`config.mk`:
```
export PLATFORM = sky130hd
export DESIGN_NAME = alu_cmd_sequencer
export DESIGN_NICKNAME = d
export VERILOG_FILES = /design/src/rtl/alu_seq_pkg.sv /design/src/rtl/alu_seq_decode.sv /design/src/rtl/alu_cmd_sequencer.sv
export SDC_FILE = /design/constraint.sdc
export NUM_CORES = 1
export LEC_CHECK = 0
export CORE_MARGIN = 5
export CORE_UTILIZATION = 46
export DETAILED_ROUTE_END_ITERATION = 7
export GPL_TIMING_DRIVEN = 1
export PLACE_DENSITY = 0.85
export SETUP_SLACK_MARGIN = 0.2
export SYNTH_ARGS = -nofsm -noshare
export SYNTH_HDL_FRONTEND = slang
export SYNTH_SLANG_ARGS = --single-unit
```
`constraint.sdc`:
```
create_clock -name clk -period 4.3 [get_ports clk]
set_clock_uncertainty 0.15 [all_clocks]
set_input_delay 0.86 -clock clk [delete_from_list [all_inputs] [get_ports clk]]
set_output_delay 0.86 -clock clk [all_outputs]
set_load 0.03 [all_outputs]
```
`src/rtl/alu_seq_pkg.sv`:
```
// -----------------------------------------------------------------------------
// alu_seq_pkg
// Shared definitions for the ALU command sequencer: command opcodes, ALU
// operation encodings, the FSM state encoding and the decoded ALU control
// bundle.
// -----------------------------------------------------------------------------
package alu_seq_pkg;

   // Command opcodes
   localparam logic [2:0] OPC_AND  = 3'b000;
   localparam logic [2:0] OPC_OR   = 3'b001;
   localparam logic [2:0] OPC_ADD  = 3'b010;
   localparam logic [2:0] OPC_SUB  = 3'b011;
   localparam logic [2:0] OPC_SLT  = 3'b100;
   localparam logic [2:0] OPC_NOR  = 3'b101;
   localparam logic [2:0] OPC_NAND = 3'b110;
   localparam logic [2:0] OPC_MUL  = 3'b111;

   // ALU op field encodings
   localparam logic [1:0] ALU_OP_AND = 2'b00;
   localparam logic [1:0] ALU_OP_OR  = 2'b01;
   localparam logic [1:0] ALU_OP_ADD = 2'b10;
   localparam logic [1:0] ALU_OP_SLT = 2'b11;

   typedef enum logic [1:0] {
      ST_IDLE = 2'd0,
      ST_EXEC = 2'd1,
      ST_MUL  = 2'd2,
      ST_DONE = 2'd3
   } state_e;

   // Decoded ALU controls; binvert doubles as the ALU carry-in.
   typedef struct packed {
      logic       ainvert;
      logic       binvert;
      logic [1:0] op;
   } alu_ctrl_t;

endpackage

```
`src/rtl/alu_seq_decode.sv`:
```
// -----------------------------------------------------------------------------
// alu_seq_decode
// Combinational opcode -> ALU control decode. SUB/SLT use B inversion with
// carry-in 1 (two's complement); NOR/NAND use De Morgan on inverted inputs.
// MUL decodes to a plain ADD, which is what each shift-add step needs.
// Ports:
//   i_opcode  in   3  command opcode
//   o_ctrl    out  4  {ainvert, binvert, op}
// -----------------------------------------------------------------------------
module alu_seq_decode
   import alu_seq_pkg::*;
(
   input  logic [2:0] i_opcode,
   output alu_ctrl_t  o_ctrl
);

   always_comb begin
      // NOTE: default assigned before the case so no path leaves o_ctrl
      // unassigned, which would otherwise infer a latch.
      o_ctrl = '{ainvert: 1'b0, binvert: 1'b0, op: ALU_OP_AND};
      case (i_opcode)
         OPC_AND:  o_ctrl = '{ainvert: 1'b0, binvert: 1'b0, op: ALU_OP_AND};
         OPC_OR:   o_ctrl = '{ainvert: 1'b0, binvert: 1'b0, op: ALU_OP_OR};
         OPC_ADD:  o_ctrl = '{ainvert: 1'b0, binvert: 1'b0, op: ALU_OP_ADD};
         OPC_SUB:  o_ctrl = '{ainvert: 1'b0, binvert: 1'b1, op: ALU_OP_ADD};
         OPC_SLT:  o_ctrl = '{ainvert: 1'b0, binvert: 1'b1, op: ALU_OP_SLT};
         OPC_NOR:  o_ctrl = '{ainvert: 1'b1, binvert: 1'b1, op: ALU_OP_AND};
         OPC_NAND: o_ctrl = '{ainvert: 1'b1, binvert: 1'b1, op: ALU_OP_OR};
         OPC_MUL:  o_ctrl = '{ainvert: 1'b0, binvert: 1'b0, op: ALU_OP_ADD};
         default:  ;
      endcase
   end

endmodule

```
`src/rtl/alu_cmd_sequencer.sv`:
```
// -----------------------------------------------------------------------------
// alu_cmd_sequencer
// Command front-end and result stage for an external 8-bit ripple ALU.
// A command (opcode, A, B) is accepted on cmd_valid && cmd_ready, the
// operands and opcode are registered, the ALU is driven for one EXEC cycle
// and its result/zero/overflow are captured and offered on a rsp handshake.
//
// Optional feature macro: ALU_CMD_SEQ_MUL_EN
//   defined   : opcode 111 is an 8-step shift-add multiply using ALU ADDs.
//   undefined : opcode 111 completes immediately with rsp_err=1, result 0.
//
// Ports:
//   clk, rst_n                 clock (rising edge), async active-low reset
//   cmd_valid/cmd_ready        command handshake (ready == IDLE)
//   cmd_opcode, cmd_a, cmd_b   command opcode and operands
//   alu_src1/alu_src2          ALU operands (0 outside EXEC/MUL)
//   alu_ainvert/alu_binvert    ALU invert controls (binvert = carry-in)
//   alu_op                     ALU op select
//   alu_result/zero/overflow   ALU outputs
//   rsp_valid/rsp_ready        response handshake (held until accepted)
//   rsp_result/zero/overflow   captured response
//   rsp_err                    unsupported opcode
// -----------------------------------------------------------------------------
module alu_cmd_sequencer
   import alu_seq_pkg::*;
#(
   parameter int unsigned WIDTH = 8
)(
   input  logic             clk,
   input  logic             rst_n,
   input  logic             cmd_valid,
   output logic             cmd_ready,
   input  logic [2:0]       cmd_opcode,
   input  logic [WIDTH-1:0] cmd_a,
   input  logic [WIDTH-1:0] cmd_b,
   output logic [WIDTH-1:0] alu_src1,
   output logic [WIDTH-1:0] alu_src2,
   output logic             alu_ainvert,
   output logic             alu_binvert,
   output logic [1:0]       alu_op,
   input  logic [WIDTH-1:0] alu_result,
   input  logic             alu_zero,
   input  logic             alu_overflow,
   output logic             rsp_valid,
   input  logic             rsp_ready,
   output logic [WIDTH-1:0] rsp_result,
   output logic             rsp_zero,
   output logic             rsp_overflow,
   output logic             rsp_err
);

   state_e           r_state, w_state_next;
   logic [2:0]       r_opcode;
   logic [WIDTH-1:0] r_a, r_b;
   logic [WIDTH-1:0] r_rsp_result;
   logic             r_rsp_zero, r_rsp_overflow, r_rsp_err;
   logic             w_accept;
   alu_ctrl_t        w_dec;

`ifdef ALU_CMD_SEQ_MUL_EN
   localparam int unsigned      CNT_W    = $clog2(WIDTH);
   localparam logic [CNT_W-1:0] CNT_LAST = CNT_W'(WIDTH - 1);

   // Shift-add state: running product, shifted multiplicand, multiplier.
   logic [WIDTH-1:0] r_p, r_m, r_q;
   logic [CNT_W-1:0] r_cnt;
`endif

   assign cmd_ready = (r_state == ST_IDLE);
   assign w_accept  = cmd_valid && cmd_ready;
   assign rsp_valid = (r_state == ST_DONE);

   // Controls come from the registered opcode, never the live command bus.
   alu_seq_decode u_decode (
      .i_opcode (r_opcode),
      .o_ctrl   (w_dec)
   );

   // State register
   always_ff @(posedge clk or negedge rst_n) begin
      if (!rst_n) r_state <= ST_IDLE;
      else        r_state <= w_state_next;
   end

   // Next state and ALU drive
   always_comb begin
      w_state_next = r_state;
      alu_src1     = '0;
      alu_src2     = '0;
      alu_ainvert  = 1'b0;
      alu_binvert  = 1'b0;
      alu_op       = ALU_OP_AND;
      case (r_state)
         ST_IDLE: begin
            if (w_accept) begin
`ifdef ALU_CMD_SEQ_MUL_EN
               w_state_next = (cmd_opcode == OPC_MUL) ? ST_MUL : ST_EXEC;
`else
               w_state_next = (cmd_opcode == OPC_MUL) ? ST_DONE : ST_EXEC;
`endif
            end
         end
         ST_EXEC: begin
            alu_src1     = r_a;
            alu_src2     = r_b;
            alu_ainvert  = w_dec.ainvert;
            alu_binvert  = w_dec.binvert;
            alu_op       = w_dec.op;
            w_state_next = ST_DONE;
         end
`ifdef ALU_CMD_SEQ_MUL_EN
         ST_MUL: begin
            alu_src1 = r_p;
            alu_src2 = r_q[0] ? r_m : '0;
            alu_op   = ALU_OP_ADD;
            // Always runs all WIDTH steps, even once Q has drained to zero.
            if (r_cnt == CNT_LAST) w_state_next = ST_DONE;
         end
`endif
         ST_DONE: begin
            if (rsp_ready) w_state_next = ST_IDLE;
         end
         default: w_state_next = ST_IDLE;
      endcase
   end

   // Operand, step and response registers
   always_ff @(posedge clk or negedge rst_n) begin
      if (!rst_n) begin
         r_opcode       <= OPC_AND;
         r_a            <= '0;
         r_b            <= '0;
         r_rsp_result   <= '0;
         r_rsp_zero     <= 1'b0;
         r_rsp_overflow <= 1'b0;
         r_rsp_err      <= 1'b0;
`ifdef ALU_CMD_SEQ_MUL_EN
         r_p            <= '0;
         r_m            <= '0;
         r_q            <= '0;
         r_cnt          <= '0;
`endif
      end else begin
         // NOTE: non-blocking assignments so every register samples the
         // pre-edge values, independent of statement order.
         case (r_state)
            ST_IDLE: begin
               if (w_accept) begin
                  r_opcode  <= cmd_opcode;
                  r_a       <= cmd_a;
                  r_b       <= cmd_b;
                  r_rsp_err <= 1'b0;
`ifdef ALU_CMD_SEQ_MUL_EN
                  r_p       <= '0;
                  r_m       <= cmd_a;
                  r_q       <= cmd_b;
                  r_cnt     <= '0;
`else
                  if (cmd_opcode == OPC_MUL) begin
                     r_rsp_result   <= '0;
                     r_rsp_zero     <= 1'b0;
                     r_rsp_overflow <= 1'b0;
                     r_rsp_err      <= 1'b1;
                  end
`endif
               end
            end
            ST_EXEC: begin
               r_rsp_result   <= alu_result;
               r_rsp_zero     <= alu_zero;
               r_rsp_overflow <= alu_overflow;
            end
`ifdef ALU_CMD_SEQ_MUL_EN
            ST_MUL: begin
               r_p   <= alu_result;
               r_m   <= r_m << 1;
               r_q   <= r_q >> 1;
               r_cnt <= r_cnt + CNT_W'(1);
               if (r_cnt == CNT_LAST) begin
                  r_rsp_result   <= alu_result;
                  r_rsp_zero     <= alu_zero;
                  r_rsp_overflow <= 1'b0;
               end
            end
`endif
            default: ;
         endcase
      end
   end

   assign rsp_result   = r_rsp_result;
   assign rsp_zero     = r_rsp_zero;
   assign rsp_overflow = r_rsp_overflow;
   assign rsp_err      = r_rsp_err;

endmodule

```
After elaboration in Yosys (flattened, before gate mapping)
Memory sizes are Yosys's and may differ from the RTL's.
Index checks and enable logic that the tools add are counted.
{"block": "word_totals", "elab_cells": 38, "n_memories": 1, "romBits": 32, "reg_bits": 32}
{"memory": "(name not given)", "depth": 8, "width": 4, "read_ports": 1, "rd_ports_with_merged_regs": 0, "write_ports": 0, "line": "alu_seq_decode.sv:21", "rtl": "case (i_opcode)"}
{"block": "op_classes", "n_reduce_logical": 6, "n_mux": 17, "eq_ne": 6}
{"cell": "two-way mux 8 bit", "count": 4}
{"cell": "case mux 8 bit (2 select lines)", "count": 1}
{"cell": "two-way mux 2 bit", "count": 4}
{"cell": "!= test 2 x 1 -> 1 bit, second input constant", "count": 3}
{"cell": "case mux 2 bit (3 select lines)", "count": 1}
{"cell": "two-way mux 1 bit", "count": 5}
{"cell": "case mux 1 bit (2 select lines)", "count": 2}
{"cell": "AND reduction 2 bit", "count": 2}
{"cell": "== test 3 bit, second input constant", "count": 1}
{"cell": "AND reduction 3 bit", "count": 1}
{"cell": "== test 2 x 1 -> 1 bit, second input constant", "count": 1}
{"cell": "== test 2 bit, second input constant", "count": 1}
{"cell": "zero test 2 bit", "count": 1}
{"cell": "nonzero test 2 bit", "count": 1}
{"cell": "logical AND 1 bit", "count": 1}

Depth between registers and ports, before layout
Gate-level depths: netlist of the first run.
{"block": "depth", "word_depth": 4, "depth_mapped": 4, "depth_no_buf": 4}

Hierarchy
From an unflattened synthesis of the first run, not the netlist that was laid out.
{"block": "unflattened", "hier_cells": 143, "hier_area_um2": 1671.6}
{"module": "alu_cmd_sequencer", "instances": 1, "cells_each": 132, "area_per_inst_um2": 1597.8, "seq_area_each_um2": 800.8}
{"module": "alu_seq_decode", "instances": 1, "cells_each": 11, "area_per_inst_um2": 73.8, "seq_area_each_um2": 0.0}

Least setup slack after synthesis of the first run
OpenSTA, ideal clock, no wires.
{"block": "synth_timing", "path_kind": "register -> output", "from": "register r_opcode[0]", "to": "output alu_ainvert", "arrival_ns": 1.457, "slack_ns": 1.833, "path_stages_with_launch": 3, "t_required_ns": 3.290, "path_buffers": 0, "cell_sequence": "dfrtp_1 ha_1 nor3b_1"}
{"block": "synth_between", "elab_chain_len": 2}
{"element": "start: declaration", "line": "alu_cmd_sequencer.sv:53", "rtl": "logic [2:0] r_opcode;"}
{"element": "start signal: assignment", "line": "alu_cmd_sequencer.sv:149", "rtl": "r_opcode <= cmd_opcode;"}
{"element": "memory (8 x 4 bit)"}
{"element": "two-way mux 1 bit", "line": "alu_cmd_sequencer.sv:93", "rtl": "case (r_state)"}
{"element": "end: declaration", "line": "alu_cmd_sequencer.sv:38", "rtl": "output logic alu_ainvert,"}
Every way passes these cells.

Worst setup path in the final report of the first run
{"block": "layout_timing", "from": "register r_state[1]", "to": "output alu_src1[2]"}
{"block": "layout_between", "elab_chain_len": 2}
{"element": "start: declaration", "line": "alu_cmd_sequencer.sv:52", "rtl": "state_e r_state, w_state_next;"}
{"element": "start signal: assignment", "line": "alu_cmd_sequencer.sv:82", "rtl": "else r_state <= w_state_next;"}
{"element": "== test 2 x 1 -> 1 bit", "line": "alu_cmd_sequencer.sv:93"}
{"element": "two-way mux 8 bit", "line": "alu_cmd_sequencer.sv:93"}
{"element": "end: declaration", "line": "alu_cmd_sequencer.sv:36", "rtl": "output logic [WIDTH-1:0] alu_src1,"}
Every way passes these cells.

==> metrics.txt, run 1 <==
Avg Cell Area, Syn=11.23 um2; Synth Instances=141; non-filler instance count after layout=252; Routed Antenna Nets=0; worst-path fanout max=27; layout cells sized above 1=5.340%; core area=3337 um2; Reg clk slew, reported paths=0.10 ns; endpoints failing hold=0; Port Buf Inserts=65; row count=21; hold_buf cts=0; WS Path Type=register to output pin; DRC=0; min cycle time layout=3.379 ns; final setup violation count=0; CTS tree=built; GRT Util Overall=16.82%; initial core utilization=47.43%; arrival time worst endpoint=2.37 ns; Die Wd=68.66 um; multi-input logic area=693.2 um2; synthesized net count=177; total number of vias=1248; Max Clk Rate=0.2959 GHz; Period Utilization, post-route=78.59%; # IOs=66; largest net degree at the start of global routing=33; setup repair bufs after CTS=0; Final GP Congestion=0.7666; FILL cells=256; Pleak=0.0009776 uW; total of max-cap violations=0; GRT overflow=0; P per Cell Area=772.1 nW/um2; Hold Crit Class=register to register; Yosys Warn Count=0; Final #Nets=242; Critical Path RT=3.29 ns; post-CTS resize count=0; WL final=3.592 mm; commonest non-fill, non-tap cell in the layout=clkdlybuf4s50_1; Setup crit end kind=output pin; area leader, netlist=dfrtp_1; TNS Setup=0 ns; most frequent cells in the layout=65 x clkdlybuf4s50_1, 32 x dfrtp_1, 20 x mux2_1, 17 x and2_1; Wirelength per Cell=14.25 um; number of antenna violations at the first check in global routing=0; Ant. Diodes=0; clock latency on the worst-skew pair=0.31 ns; first-pass GRT wire length=5.782 mm; post-DP HPWL=2.739 mm; vias per inst=4.952; Synth-to-Final Area Change=46.09%; Synth top area share=50.59%; die area=4714 um2; run status=finished, final reports clean; number of CTS-inserted buffers=5; First DRT Iteration DRCs=35; Least-Margin Pin Slew=0.6877 ns; Slew Limit Fails=0; placed cell count=245; clk root buf=clkbuf_4; Worst slew margin=53.95%; Max clock buf depth=2; CTS HTree Levels=2; worst vdd ir=0.4449 mV; RSZ-0062 raised after global routing=false; synth top area cells=dfrtp_1 51%, mux2_1 14%, and2_1 6.7%; vias in the first global route=1230; Yosys cell types=25; clock sinks=32; CP startpoint kind=register; Register Area=800.8 um2; Post-Syn Area=1583 um2; sequential area share after synthesis=50.59%; DR pass1 iterations=4; Die Y=68.66 um; Yosys reg bits=32
flip-flops by register name, indices dropped and copies added, names as in the netlist:
name          count
rsp_zero          1
rsp_err           1
r_opcode          3
r_state           2
rsp_result        8
r_a               8
r_b               8
rsp_overflow      1
cell usage after synthesis:
library cell  number
dfrtp_1           32
mux2_1            20
and2_1            17
inv_1             11
nand2_1           11
nand3b_1          10
o311ai_0           7
clkbuf_1           5
nand2b_1           4
ha_1               3
nor2_1             3
o311ai_1           3
buf_2              2
buf_4              2
a211oi_1           1
a21bo_2            1
a21oi_1            1
a2bb2oi_1          1
and2b_1            1
and3_1             1
and4_1             1
buf_1              1
mux2i_1            1
nor3b_1            1
nor3b_2            1
power breakdown:
part / internal, uW / switching [uW]
registers: 456 / 124
clock network: 60.2 / 92.9
logic: 488 / 564
cell families (layout without fill, tap and decap cells):
group	Yosys count	after routing	share of synthesized area, %
AO/OA/AOI/OAI	14	14	7.510
adder cells (fa/ha/maj)	3	3	2.372
buffers and inverters	21	86	5.612
flip-flops	32	32	50.59
multiplexers	21	21	14.86
AND/OR/NAND/NOR	50	50	19.05
per-stage QoR:
step / hold slack [ns] / setup WS [ns] / util [%] / cell area (um2) / total power (uW)
floorplan: 0.2989 / 1.833 / - / 1583 / 1231
global placement: 0.3102 / 1.311 / 67.90 / 2266 / 1608
detailed placement: 0.3210 / 1.260 / 67.90 / 2266 / 1652
CTS: 0.3437 / 0.9019 / 69.29 / 2312 / 1809
global route: 0.3578 / 0.7288 / 69.29 / 2312 / 1916
finish: 0.3400 / 0.9206 / 69.29 / 2312 / 1785
path summary, 6_finish.rpt:
check                                             to  cells after the start                   start  slack, ns
max reg2reg                       r_b[6]$_DFFE_PN0P_                      3  r_state[1]$_DFFE_PN0P_       2.02
max in group asynchronous         r_b[4]$_DFFE_PN0P_                      2                   rst_n       2.91
max                                      alu_src1[2]                      3  r_state[1]$_DFFE_PN0P_       0.92
min                               r_b[7]$_DFFE_PN0P_                      1      r_b[7]$_DFFE_PN0P_       0.34
min reg2reg                       r_b[7]$_DFFE_PN0P_                      1      r_b[7]$_DFFE_PN0P_       0.34
min in group asynchronous  rsp_result[2]$_DFFE_PN0P_                      2                   rst_n       0.79
routing by layer:
metal / vias up / GRT usage (%) / routed length [um]
li1: 605 / - / -
met1: 608 / 20.04 / 1496
met2: 33 / 28.61 / 1861
met3: 2 / 4.700 / 192
met4: 0 / 6.452 / 42
met5: - / 0 / 0
final cells by class:
class	instances	area share, %
well taps	46	2.489
clock buffers	6	1.786
inverters	11	1.786
clock inverters	1	0.2164
repair buffers	68	29.11
multi-input cells	88	29.98
flip-flops and latches	32	34.63
critical path, stage by stage (launching register included):
cell and delay (ns):
dfrtp_1 0.65, and2b_1 0.54, and2_1 0.19, clkdlybuf4s50_1 0.68
Note: power is estimated with default switching activity, not from simulation.
==> run 2, diff against run 1 <==
Settings changed: CORE_UTILIZATION 46 to 42, PLACE_DENSITY 0.85 to 0.79.
Clock period 4.3 ns to 3.2 ns, I/O delays scaled along.
==> run 2 against run 1 <==
Clock power grew 110%. Core utilization shrank 4.5 points. Wire length grew 9.0%. Register-to-register slack lost 0.55 ns. Worst hold slack lost 0.013 ns. Worst setup slack lost 0.48 ns. Non-clock buffer count grew 1. Via count grew 4.1%. Cell area grew 2.6%. Die area grew 8.1%. Flip-flop and latch count is the same. Critical path type unchanged. Largest cell class unchanged. Largest power group unchanged.
==> metrics.txt, run 2 (same netlist as run 1, synthesis figures left out) <==
run status=finished, final reports clean; arrival time worst endpoint=1.97 ns; clock latency on the worst-skew pair=0.28 ns; clock sinks=32; Max Clk Rate=0.3628 GHz; Hold Crit Class=register to register; Reg clk slew, reported paths=0.06 ns; Pleak=0.001005 uW; Ant. Diodes=0; commonest non-fill, non-tap cell in the layout=clkdlybuf4s50_1; Final #Nets=243; min cycle time layout=2.756 ns; Final GP Congestion=0.8079; initial core utilization=43.23%; Setup crit end kind=output pin; Least-Margin Pin Slew=0.4049 ns; most frequent cells in the layout=65 x clkdlybuf4s50_1, 32 x dfrtp_1, 20 x mux2_1, 17 x and2_1; GRT Util Overall=15.52%; Die Wd=71.39 um; GRT overflow=0; Routed Antenna Nets=0; switch share=42.41%; core area=3661 um2; P per Cell Area=1077 nW/um2; post-CTS resize count=0; die area=5097 um2; worst-path fanout max=16; Die Y=71.39 um; DR pass1 iterations=4; Synth-to-Final Area Change=49.88%; vias per inst=5.094; number of CTS-inserted buffers=5; vias in the first global route=1279; post-DP HPWL=3.003 mm; Worst slew margin=73.01%; first-pass GRT wire length=6.203 mm; setup repair bufs after CTS=0; layout cells sized above 1=6.280%; Int Pwr=1471 uW; hold_buf cts=0; total number of vias=1299; Slew Limit Fails=0; CTS tree=built; Critical Path RT=2.41 ns; switching pwr=1083 uW; Seq pwr share=29.1%; Wirelength per Cell=15.36 um; FILL cells=278; Port Buf Inserts=65; WS Path Type=register to output pin; clock share of power=12.9%; row count=22; number of antenna violations at the first check in global routing=0; CP startpoint kind=register; worst vdd ir=0.4294 mV; DRC=0; # IOs=66; total of max-cap violations=0; First DRT Iteration DRCs=46; share of total power in combinational logic=58.1%; WL final=3.917 mm; Area after DPL=2276 um2; clk root buf=clkbuf_8; Max clock buf depth=2; final setup violation count=0; CTS HTree Levels=2; post-route cell area=2372 um2; RSZ-0062 raised after global routing=false; largest net degree at the start of global routing=33; TNS Setup=0 ns; endpoints failing hold=0; Period Utilization, post-route=86.13%
## run 2: cell count changes in the layout (fill, tap and decap cells not counted)
cell	delta
buf_4	+1
clkbuf_8	+7
clkbuf_4	-5
clkbuf_1	-1
clkinv_2	-1
## run 2: worst max-delay path: stages, from the launching register on
cell and delay (ns):
dfrtp_1 0.38, and2b_1 0.44, and2_1 0.19, clkdlybuf4s50_1 0.68
## run 2: metrics by stage
| step | std cells | utilization [%] | setup WS (ns) | hold slack, ns | total power [uW] |
|---|---|---|---|---|---|
| 2_1_floorplan | 141 | - | 0.9528 | 0.1944 | 1655 |
| 3_3_place_gp | 248 | 62.17 | 0.7695 | 0.3123 | 2181 |
| 3_5_place_dp | 248 | 62.17 | 0.7357 | 0.3168 | 2247 |
| 4_1_cts | 255 | 64.80 | 0.4315 | 0.3309 | 2581 |
| 5_1_grt | 255 | 64.80 | 0.3133 | 0.3401 | 2706 |
| 6_report | 255 | 64.80 | 0.4437 | 0.3272 | 2554 |
## run 2: power by group through the flow
stage | clock network [uW] | logic [uW] | registers, uW
after CTS | 335 | 1500 | 744
after detailed placement | 0 | 1500 | 750
after global placement | 0 | 1440 | 739
after global routing | 362 | 1570 | 772
after floorplan | 0 | 798 | 856
final | 328 | 1480 | 742
## run 2: routing by layer
layer  routed length, um  track usage [%]
met1                1472            17.24
met2                2162            27.55
met3                 173            3.647
met4                 108            7.724
met5                   0                0
## run 2: cell type report
cell class	count	area (um2)	share of cell area [%]
Tap cell	48	60.06	2.532
Inverter	11	41.29	1.741
Sequential cell	32	800.8	33.76
Clock buffer	7	96.34	4.061
Timing Repair Buffer	69	680.7	28.69
Multi-Input combinational cell	88	693.2	29.22
## run 2: worst paths after layout
check / depth (start not counted) / slack (ns) / start / endpoint
worst min-delay path: 1 / 0.33 / r_b[4]$_DFFE_PN0P_ / r_b[4]$_DFFE_PN0P_
worst min register to register: 1 / 0.33 / r_b[4]$_DFFE_PN0P_ / r_b[4]$_DFFE_PN0P_
worst max register to register: 4 / 1.47 / r_state[0]$_DFFE_PN0P_ / r_opcode[0]$_DFFE_PN0P_
min in group asynchronous: 2 / 0.61 / rst_n / r_a[5]$_DFFE_PN0P_
max in group asynchronous: 2 / 2.00 / rst_n / rsp_result[2]$_DFFE_PN0P_
worst max-delay path: 3 / 0.44 / r_state[1]$_DFFE_PN0P_ / alu_src1[2]
